## src/rtl/dense_pkg.sv

```systemverilog
// dense_pkg: shared state encoding, widths and defaults for the dense-layer sequencer.
package dense_pkg;

   localparam int N_FEATURES_DEF = 169;
   localparam int FEAT_W         = 16;
   localparam int SCORE_W        = 32;
   localparam int ADDR_W         = 8;

   typedef enum logic [2:0] {
      ST_IDLE      = 3'd0,
      ST_LAUNCH    = 3'd1,
      ST_STREAM    = 3'd2,
      ST_WAIT_DONE = 3'd3,
      ST_RESULT    = 3'd4
   } seq_state_e;

   typedef logic signed [FEAT_W-1:0]  feature_t;
   typedef logic signed [SCORE_W-1:0] score_t;

endpackage

```

## src/rtl/dense_sequencer_if.sv

```systemverilog
// dense_sequencer_if: start/result handshake, feature-buffer read port and dense-layer link.
interface dense_sequencer_if;
   import dense_pkg::*;

   logic              start_req;
   logic              busy;
   logic              fb_rd_en;
   logic [ADDR_W-1:0] fb_addr;
   feature_t          fb_rdata;
   logic              dl_start;
   feature_t          dl_feature;
   logic              dl_done;
   score_t            dl_score0;
   score_t            dl_score1;
   logic              result_valid;
   logic              result_ready;
   logic              result_class;
   score_t            result_score;
   logic              timeout_err;

   modport master (
      input  start_req, fb_rdata, dl_done, dl_score0, dl_score1, result_ready,
      output busy, fb_rd_en, fb_addr, dl_start, dl_feature,
             result_valid, result_class, result_score, timeout_err
   );

   modport slave (
      output start_req, fb_rdata, dl_done, dl_score0, dl_score1, result_ready,
      input  busy, fb_rd_en, fb_addr, dl_start, dl_feature,
             result_valid, result_class, result_score, timeout_err
   );

endinterface

```

## src/rtl/dense_argmax.sv

```systemverilog
// dense_argmax: signed two-way argmax; a tie resolves to class 0.
module dense_argmax
   import dense_pkg::*;
(
   input  score_t score0,
   input  score_t score1,
   output logic   win_class,
   output score_t win_score
);

   always_comb begin
      win_class = 1'b0;
      win_score = score0;
      if (score1 > score0) begin
         win_class = 1'b1;
         win_score = score1;
      end
   end

endmodule

```

## src/rtl/dense_sequencer.sv

```systemverilog
// dense_sequencer: streams N_FEATURES buffer words into the dense layer and reports the argmax class.
// Defining DENSE_SEQ_TIMEOUT_EN adds a dl_done watchdog driving the sticky timeout_err flag.
module dense_sequencer
   import dense_pkg::*;
#(
   parameter int N_FEATURES   = N_FEATURES_DEF,
   parameter int DONE_TIMEOUT = 16
) (
   input  logic              clk,
   input  logic              reset_n,
   dense_sequencer_if.master bus
);

   localparam int CNT_W = $clog2(N_FEATURES + 1);

   seq_state_e       state_q, state_d;
   logic [CNT_W-1:0] cnt_q, cnt_d;
   logic             result_class_q, result_class_d;
   score_t           result_score_q, result_score_d;
   logic             win_class;
   score_t           win_score;
   logic             wait_expired;

   dense_argmax u_argmax (
      .score0    (bus.dl_score0),
      .score1    (bus.dl_score1),
      .win_class (win_class),
      .win_score (win_score)
   );

`ifdef DENSE_SEQ_TIMEOUT_EN
   localparam int WAIT_W = (DONE_TIMEOUT > 1) ? $clog2(DONE_TIMEOUT) : 1;

   logic [WAIT_W-1:0] wait_cnt_q, wait_cnt_d;
   logic              timeout_err_q, timeout_err_d;

   // Counts WAIT_DONE cycles; expiry lands exactly DONE_TIMEOUT cycles after entry.
   assign wait_expired    = (wait_cnt_q == WAIT_W'(DONE_TIMEOUT - 1));
   assign bus.timeout_err = timeout_err_q;

   always_comb begin
      wait_cnt_d    = '0;
      timeout_err_d = timeout_err_q;
      if ((state_q == ST_WAIT_DONE) && !bus.dl_done) begin
         if (wait_expired) begin
            timeout_err_d = 1'b1;
         end else begin
            wait_cnt_d = wait_cnt_q + 1'b1;
         end
      end
   end

   always_ff @(posedge clk or negedge reset_n) begin
      if (!reset_n) begin
         wait_cnt_q    <= '0;
         timeout_err_q <= 1'b0;
      end else begin
         wait_cnt_q    <= wait_cnt_d;
         timeout_err_q <= timeout_err_d;
      end
   end
`else
   assign wait_expired    = 1'b0;
   assign bus.timeout_err = 1'b0;
`endif

   // fb_rdata already comes from the buffer's read register, so it is forwarded during STREAM only.
   always_comb begin
      state_d          = state_q;
      cnt_d            = '0;
      result_class_d   = result_class_q;
      result_score_d   = result_score_q;
      bus.busy         = (state_q != ST_IDLE);
      bus.fb_rd_en     = 1'b0;
      bus.fb_addr      = '0;
      bus.dl_start     = 1'b0;
      bus.dl_feature   = '0;
      bus.result_valid = 1'b0;
      bus.result_class = 1'b0;
      bus.result_score = '0;

      case (state_q)
         ST_IDLE: begin
            if (bus.start_req) begin
               state_d = ST_LAUNCH;
            end
         end
         ST_LAUNCH: begin
            bus.dl_start = 1'b1;
            bus.fb_rd_en = 1'b1;
            cnt_d        = CNT_W'(1);
            state_d      = ST_STREAM;
         end
         ST_STREAM: begin
            bus.dl_feature = bus.fb_rdata;
            if (cnt_q < CNT_W'(N_FEATURES)) begin
               bus.fb_rd_en = 1'b1;
               bus.fb_addr  = ADDR_W'(cnt_q);
            end
            if (cnt_q == CNT_W'(N_FEATURES)) begin
               state_d = ST_WAIT_DONE;
            end else begin
               cnt_d = cnt_q + 1'b1;
            end
         end
         ST_WAIT_DONE: begin
            if (bus.dl_done) begin
               result_class_d = win_class;
               result_score_d = win_score;
               state_d        = ST_RESULT;
            end else if (wait_expired) begin
               result_class_d = 1'b0;
               result_score_d = '0;
               state_d        = ST_RESULT;
            end
         end
         ST_RESULT: begin
            bus.result_valid = 1'b1;
            bus.result_class = result_class_q;
            bus.result_score = result_score_q;
            if (bus.result_ready) begin
               state_d = ST_IDLE;
            end
         end
         default: begin
            state_d = ST_IDLE;
         end
      endcase
   end

   always_ff @(posedge clk or negedge reset_n) begin
      if (!reset_n) begin
         state_q        <= ST_IDLE;
         cnt_q          <= '0;
         result_class_q <= 1'b0;
         result_score_q <= '0;
      end else begin
         state_q        <= state_d;
         cnt_q          <= cnt_d;
         result_class_q <= result_class_d;
         result_score_q <= result_score_d;
      end
   end

endmodule

```

## src/flat_wrapper.sv

```systemverilog
// flat-port wrapper written by rule: the top's interface ports become plain ports
module dense_sequencer_flat import dense_pkg::*;
#(
   parameter int N_FEATURES   = N_FEATURES_DEF,
   parameter int DONE_TIMEOUT = 16
)
  (clk, reset_n, bus_start_req, bus_fb_rdata, bus_dl_done, bus_dl_score0, bus_dl_score1, bus_result_ready, bus_busy, bus_fb_rd_en, bus_fb_addr, bus_dl_start, bus_dl_feature, bus_result_valid, bus_result_class, bus_result_score, bus_timeout_err);
  dense_sequencer_if bus_i ();
  input  logic clk;
  input  logic reset_n;
  input wire logic [$bits(bus_i.start_req)-1:0] bus_start_req;
  input wire logic [$bits(bus_i.fb_rdata)-1:0] bus_fb_rdata;
  input wire logic [$bits(bus_i.dl_done)-1:0] bus_dl_done;
  input wire logic [$bits(bus_i.dl_score0)-1:0] bus_dl_score0;
  input wire logic [$bits(bus_i.dl_score1)-1:0] bus_dl_score1;
  input wire logic [$bits(bus_i.result_ready)-1:0] bus_result_ready;
  output wire logic [$bits(bus_i.busy)-1:0] bus_busy;
  output wire logic [$bits(bus_i.fb_rd_en)-1:0] bus_fb_rd_en;
  output wire logic [$bits(bus_i.fb_addr)-1:0] bus_fb_addr;
  output wire logic [$bits(bus_i.dl_start)-1:0] bus_dl_start;
  output wire logic [$bits(bus_i.dl_feature)-1:0] bus_dl_feature;
  output wire logic [$bits(bus_i.result_valid)-1:0] bus_result_valid;
  output wire logic [$bits(bus_i.result_class)-1:0] bus_result_class;
  output wire logic [$bits(bus_i.result_score)-1:0] bus_result_score;
  output wire logic [$bits(bus_i.timeout_err)-1:0] bus_timeout_err;
  assign bus_i.start_req = bus_start_req;
  assign bus_i.fb_rdata = bus_fb_rdata;
  assign bus_i.dl_done = bus_dl_done;
  assign bus_i.dl_score0 = bus_dl_score0;
  assign bus_i.dl_score1 = bus_dl_score1;
  assign bus_i.result_ready = bus_result_ready;
  assign bus_busy = bus_i.busy;
  assign bus_fb_rd_en = bus_i.fb_rd_en;
  assign bus_fb_addr = bus_i.fb_addr;
  assign bus_dl_start = bus_i.dl_start;
  assign bus_dl_feature = bus_i.dl_feature;
  assign bus_result_valid = bus_i.result_valid;
  assign bus_result_class = bus_i.result_class;
  assign bus_result_score = bus_i.result_score;
  assign bus_timeout_err = bus_i.timeout_err;
  dense_sequencer #(.N_FEATURES(N_FEATURES), .DONE_TIMEOUT(DONE_TIMEOUT)) u_core (.clk(clk), .reset_n(reset_n), .bus(bus_i));
endmodule
```

## config.mk

```make
export PLATFORM = sky130hd
export DESIGN_NAME = dense_sequencer_flat
export DESIGN_NICKNAME = d
export VERILOG_FILES = /design/src/rtl/dense_pkg.sv /design/src/rtl/dense_sequencer_if.sv /design/src/rtl/dense_argmax.sv /design/src/rtl/dense_sequencer.sv /design/src/flat_wrapper.sv
export SDC_FILE = /design/constraint.sdc
export NUM_CORES = 1
export LEC_CHECK = 0
export ABC_AREA = 1
export CAP_MARGIN = 0
export CELL_PAD_IN_SITES_DETAIL_PLACEMENT = 0
export CELL_PAD_IN_SITES_GLOBAL_PLACEMENT = 1
export CORE_MARGIN = 2
export CORE_UTILIZATION = 30
export DETAILED_ROUTE_END_ITERATION = 7
export HOLD_SLACK_MARGIN = 0.02
export PLACE_DENSITY_LB_ADDON = 0.2
export SYNTH_ARGS = -nofsm -noshare
export SYNTH_HDL_FRONTEND = slang
export SYNTH_SLANG_ARGS = --single-unit
```

## constraint.sdc

```tcl
create_clock -name clk -period 2.2 [get_ports clk]
set_input_delay 0.44 -clock clk [delete_from_list [all_inputs] [get_ports clk]]
set_output_delay 0.44 -clock clk [all_outputs]
set_load 0.005 [all_outputs]
```

* Word level (Yosys, flattened, before mapping)
Index checks and enable logic that the tools add are counted. W data, S select, Z words.
Cells by class: add/subtract/negate cells 1, order comparisons 2, equal/unequal tests 9, muxes and demuxes 18, reduce and logical (&&, ||, !) cells 4
Operator list (count):
- $mux W32 | 2
- $gt A32 B32 Y1 | 1
- $mux W8 | 3
- $mux W16 | 1
- $pmux W8 S2 | 1
- $pmux W3 S5 | 1
- $mux W3 | 4
- $add A8 B1 Y8 const B | 1
- $eq A8 B8 Y1 const B | 1
- $lt A8 B8 Y1 const B | 1
- $eq A3 B2 Y1 const B | 2
- $ne A2 B2 Y1 const B | 3
- $mux W1 | 5
- $reduce_and A4 Y1 | 1
- $eq A3 B1 Y1 const B | 1
- $eq A3 B3 Y1 const B | 1
- $logic_not A3 Y1 | 1
- $reduce_bool A3 Y1 | 1
- $ne A2 B1 Y1 const B | 1
- $pmux W1 S2 | 1
- $reduce_and A2 Y1 | 1
Word-level totals: register bits 44, bits of input ports 85, output and inout port bits 62, word-level logic and storage cells 38

* Depth between registers and ports, before layout
depth after elaboration 3, gate-level depth with buffers 19, depth with buffers taken out 18

* Modules after synthesis
Synthesis repeated with hierarchy kept, for this count alone.
Unflattened totals: cells, all modules 565, area total of the unflattened synthesis 3682.3 µm²
By module, submodules not included:
- dense_sequencer | instances 1, cells each 308, area each 2252.2 µm², sequential area each 1101.1 µm²
- dense_argmax | instances 1, cells each 257, area each 1430.1 µm², sequential area each 0.0 µm²

* Worst setup path after synthesis
OpenSTA, ideal clock, no wires.
kind input-to-reg, from input port bus_dl_score0[31], to register u_core.result_score_q[13], setup time 0.117 ns, data arrival time 1.817 ns, data required time 2.083 ns, slack 0.266 ns, cell stages on the path 14, buffers on the path 1, path through inv_1 ha_1 nand2_1 nor2_1 nand2_1 nor2_1 nand2_1 nand2_1 nand2_2 nand3_2 buf_4 nand2_1 nand3_1 nand2_1
Between the ends: cells in the longest elaborated chain, start to end 2
RTL lines:
- start: declaration | RTL line flat_wrapper.sv:14 | input wire logic [$bits(bus_i.dl_score0)-1:0] bus_dl_score0;
- $gt A32 B32 Y1 | RTL line dense_argmax.sv:14 | if (score1 > score0) begin
- $mux W32 | RTL line dense_argmax.sv:14
- end signal: assignment | RTL line dense_sequencer.sv:141 | result_score_q <= result_score_d;
- end: declaration | RTL line dense_sequencer.sv:19 | score_t result_score_q, result_score_d;
No other way between the ends. A chain may end at the register's enable or synchronous reset.

* Worst setup path in the final report
from input port bus_dl_score0[2], to register u_core.result_score_q[2]
Between the ends: cells in the longest elaborated chain, start to end 2
RTL lines (RTL line):
- $gt A32 B32 Y1 | dense_argmax.sv:14
- $mux W32 (*) | dense_argmax.sv:14
Every way passes the cells marked *; elsewhere a longest branch is shown, timed or not.

==> flow_summary.json <==
{
  "status": "finished, final reports clean",
  "synth_edf_count": 0,
  "final_cell_mix": "107 x nand2_1, 103 x inv_1, 95 x dlygate4sd2_1",
  "maxCapViolCount": 0,
  "grt_max_degree": 45,
  "root_buffer": "clkbuf_16",
  "first_global_vias": 4543,
  "vias": 4440,
  "cts_buffer_depth": 2,
  "syn_inst": 583,
  "final_area_um2": 6720,
  "tightest_slew_ns": 0.600,
  "cts_made_buffers": 5,
  "die_y_um": 115,
  "finalSetupTns_ns": 0,
  "synth_warnings": 0,
  "ir_drop_v": 0.000478,
  "syn_nets": 703,
  "grt_usage": 0.203,
  "nets": 928,
  "ys_seq_area_frac": 0.296,
  "multi_input_area_um2": 2540,
  "powerDensity_nw_per_um2": 734,
  "critPathKind": "input port to flip-flop",
  "fmax_mhz": 471,
  "regArea_um2": 1100,
  "tritoncts": "built",
  "setup_viol": 0,
  "routed_wl_um": 13500,
  "fp.dieArea_um2": 13300,
  "ys_ff_latch": 44,
  "place_congestion": 0.812,
  "start_util": 0.308,
  "dp.cells": 921,
  "diodes": 0,
  "p_leak_nw": 3.76,
  "drc_errors": 0,
  "antenna_found_initial": 0,
  "hpwlAfterDp_um": 8870,
  "crit_arrival_ns": 2.35,
  "rows": 40,
  "syn_area_per_cell_um2": 6.37,
  "fin_util": 0.557,
  "drt_iter0_drc": 201,
  "netlist_area_um2": 3710,
  "synthDistinctLibCells": 28,
  "worstPathRequired_ns": 2.43,
  "ys.flop_type": "dfrtp_1",
  "min_period_over_period": 0.965,
  "grt.overflow.total": 0,
  "cts.htree.levels": 2,
  "synthArstFlopShare": 1.00,
  "wl_per_cell_um": 13.8,
  "clk-insertion-delay-late_ns": 0.29,
  "finClkSkew_ns": 0.00446,
  "synth_top_area_frac": 0.296,
  "cts.sinks": 44,
  "core_area_um2": 12100,
  "die_x_um": 115,
  "cts.clk_slew.worst_paths_ns": 0.07,
  "grt_pass1_wl_um": 21600,
  "hold_class": "input port to async pin",
  "dr.pass1.iters": 5,
  "final_hold_viol_count": 0,
  "synth_largest_area_cell": "dfrtp_1",
  "start_kind": "input port",
  "area_growth_syn_to_layout_pct": 80.9,
  "num_io_pins": 147,
  "stdcell_count": 977,
  "fin_ws_ns": 0.0771,
  "slew_headroom": 0.600,
  "fin_crit_ns": 2.12,
  "port_buffers": 145,
  "path_max_fanout": 2,
  "pre_cts_slack_ns": -0.452,
  "dpl_cell_area_um2": 5640,
  "nFillCells": 1194,
  "timing.final.max_slew_violations": 0,
  "final_common_cell": "nand2_1",
  "hold_buffers": 0,
  "viasPerCell": 4.54,
  "drive_above_1_share": 0.314,
  "synth_area_leaders": "dfrtp_1 30%, nand2_1 14%, inv_1 14%",
  "cp-end-kind": "flip-flop",
  "ant_nets": 0
}
path summary, 6_finish.rpt:
check,end,slack (ns),startpoint,cells after the start
max,u_core.result_score_q[2],0.08,bus_dl_score0[2],17
min,u_core.result_score_q[27],0.25,reset_n,2
max reg2reg,u_core.result_score_q[31],0.30,u_core.state_q[2],12
min reg2reg,u_core.result_score_q[26],0.47,u_core.result_score_q[26],2
max in group asynchronous,u_core.result_score_q[12],1.55,reset_n,2
min in group clk,u_core.result_score_q[26],0.47,u_core.result_score_q[26],2
worst max-delay path: stages:
cell and delay, ns:
dlygate4sd2_1 0.21, inv_2 0.06, buf_4 0.13, buf_4 0.12
buf_4 0.13, buf_4 0.12, buf_4 0.12, buf_4 0.12
buf_4 0.12, buf_4 0.12, buf_4 0.12, buf_4 0.12
buf_4 0.12, buf_4 0.12, nand2_1 0.05, nand3_1 0.06
nand2_1 0.07
report_power, final:
part	switching (mW)	leakage, nW	internal, mW
Clock	0.336	0.0840	0.540
Sequential	0.193	0.559	1.15
Combinational	1.44	3.12	1.27
kinds of logic (layout without fill, tap and decap cells):
logic type,Yosys count,in the layout,synth area share
other cells,1,1,0.00101
simple gates,306,307,0.358
flops,44,44,0.296
buf+inv,166,391,0.178
xor+xnor,3,3,0.00708
fa+ha+maj,35,35,0.118
compound gates,28,28,0.0411
routing by layer:
metal,share of wire,vias up,wire (um),track usage
met5,0,-,0,0
met4,0.0086,0,116,0.0386
met3,0.051,8,693,0.0248
met2,0.51,123,6940,0.361
met1,0.43,2080,5790,0.267
li1,-,2229,-,-
cell type report:
| class | instances | area share |
|---|---|---|
| Sequential cell | 44 | 0.164 |
| Clock inverter | 3 | 0.00708 |
| Multi-Input combinational cell | 374 | 0.378 |
| Inverter | 143 | 0.0808 |
| Timing Repair Buffer | 240 | 0.321 |
| Tap cell | 168 | 0.0313 |
| Clock buffer | 5 | 0.0186 |
repair_timing:
action                                  4_1_cts  5_1_grt
cloned                                        5        0
gates resized for setup                     221       92
endpoints found under the setup margin       91       52
endpoints found under the hold margin         0        0
pin swaps                                    27       45
buffers inserted                             44        4
flip-flops by register name, summed over array words and instances (netlist names):
name,flops
u_core.result_score_q,32
u_core.cnt_q,8
u_core.state_q,3
u_core.result_class_q,1
synth_stat cells (2+ instances only):
library cell / n
buf_2: 9
inv_2: 4
nor2_1: 80
inv_1: 137
dfrtp_1: 44
nand2_2: 3
nand2_1: 143
nand4_1: 35
o21ai_1: 2
clkbuf_1: 7
o21ai_0: 4
clkinv_1: 2
a21oi_1: 17
ha_1: 35
xor2_1: 3
nor3_1: 4
o21a_1: 2
nand3_2: 2
nand3_1: 35
buf_4: 7
per-stage QoR:
stage / power (mW) / hold slack [ns]
3_5_place_dp: 3.66 / 0.466
2_1_floorplan: 2.58 / 0.144
4_1_cts: 4.89 / 0.277
6_report: 4.93 / 0.247
5_1_grt: 5.37 / 0.306
3_3_place_gp: 3.61 / 0.462
Note: power is estimated with default switching activity, not from simulation.
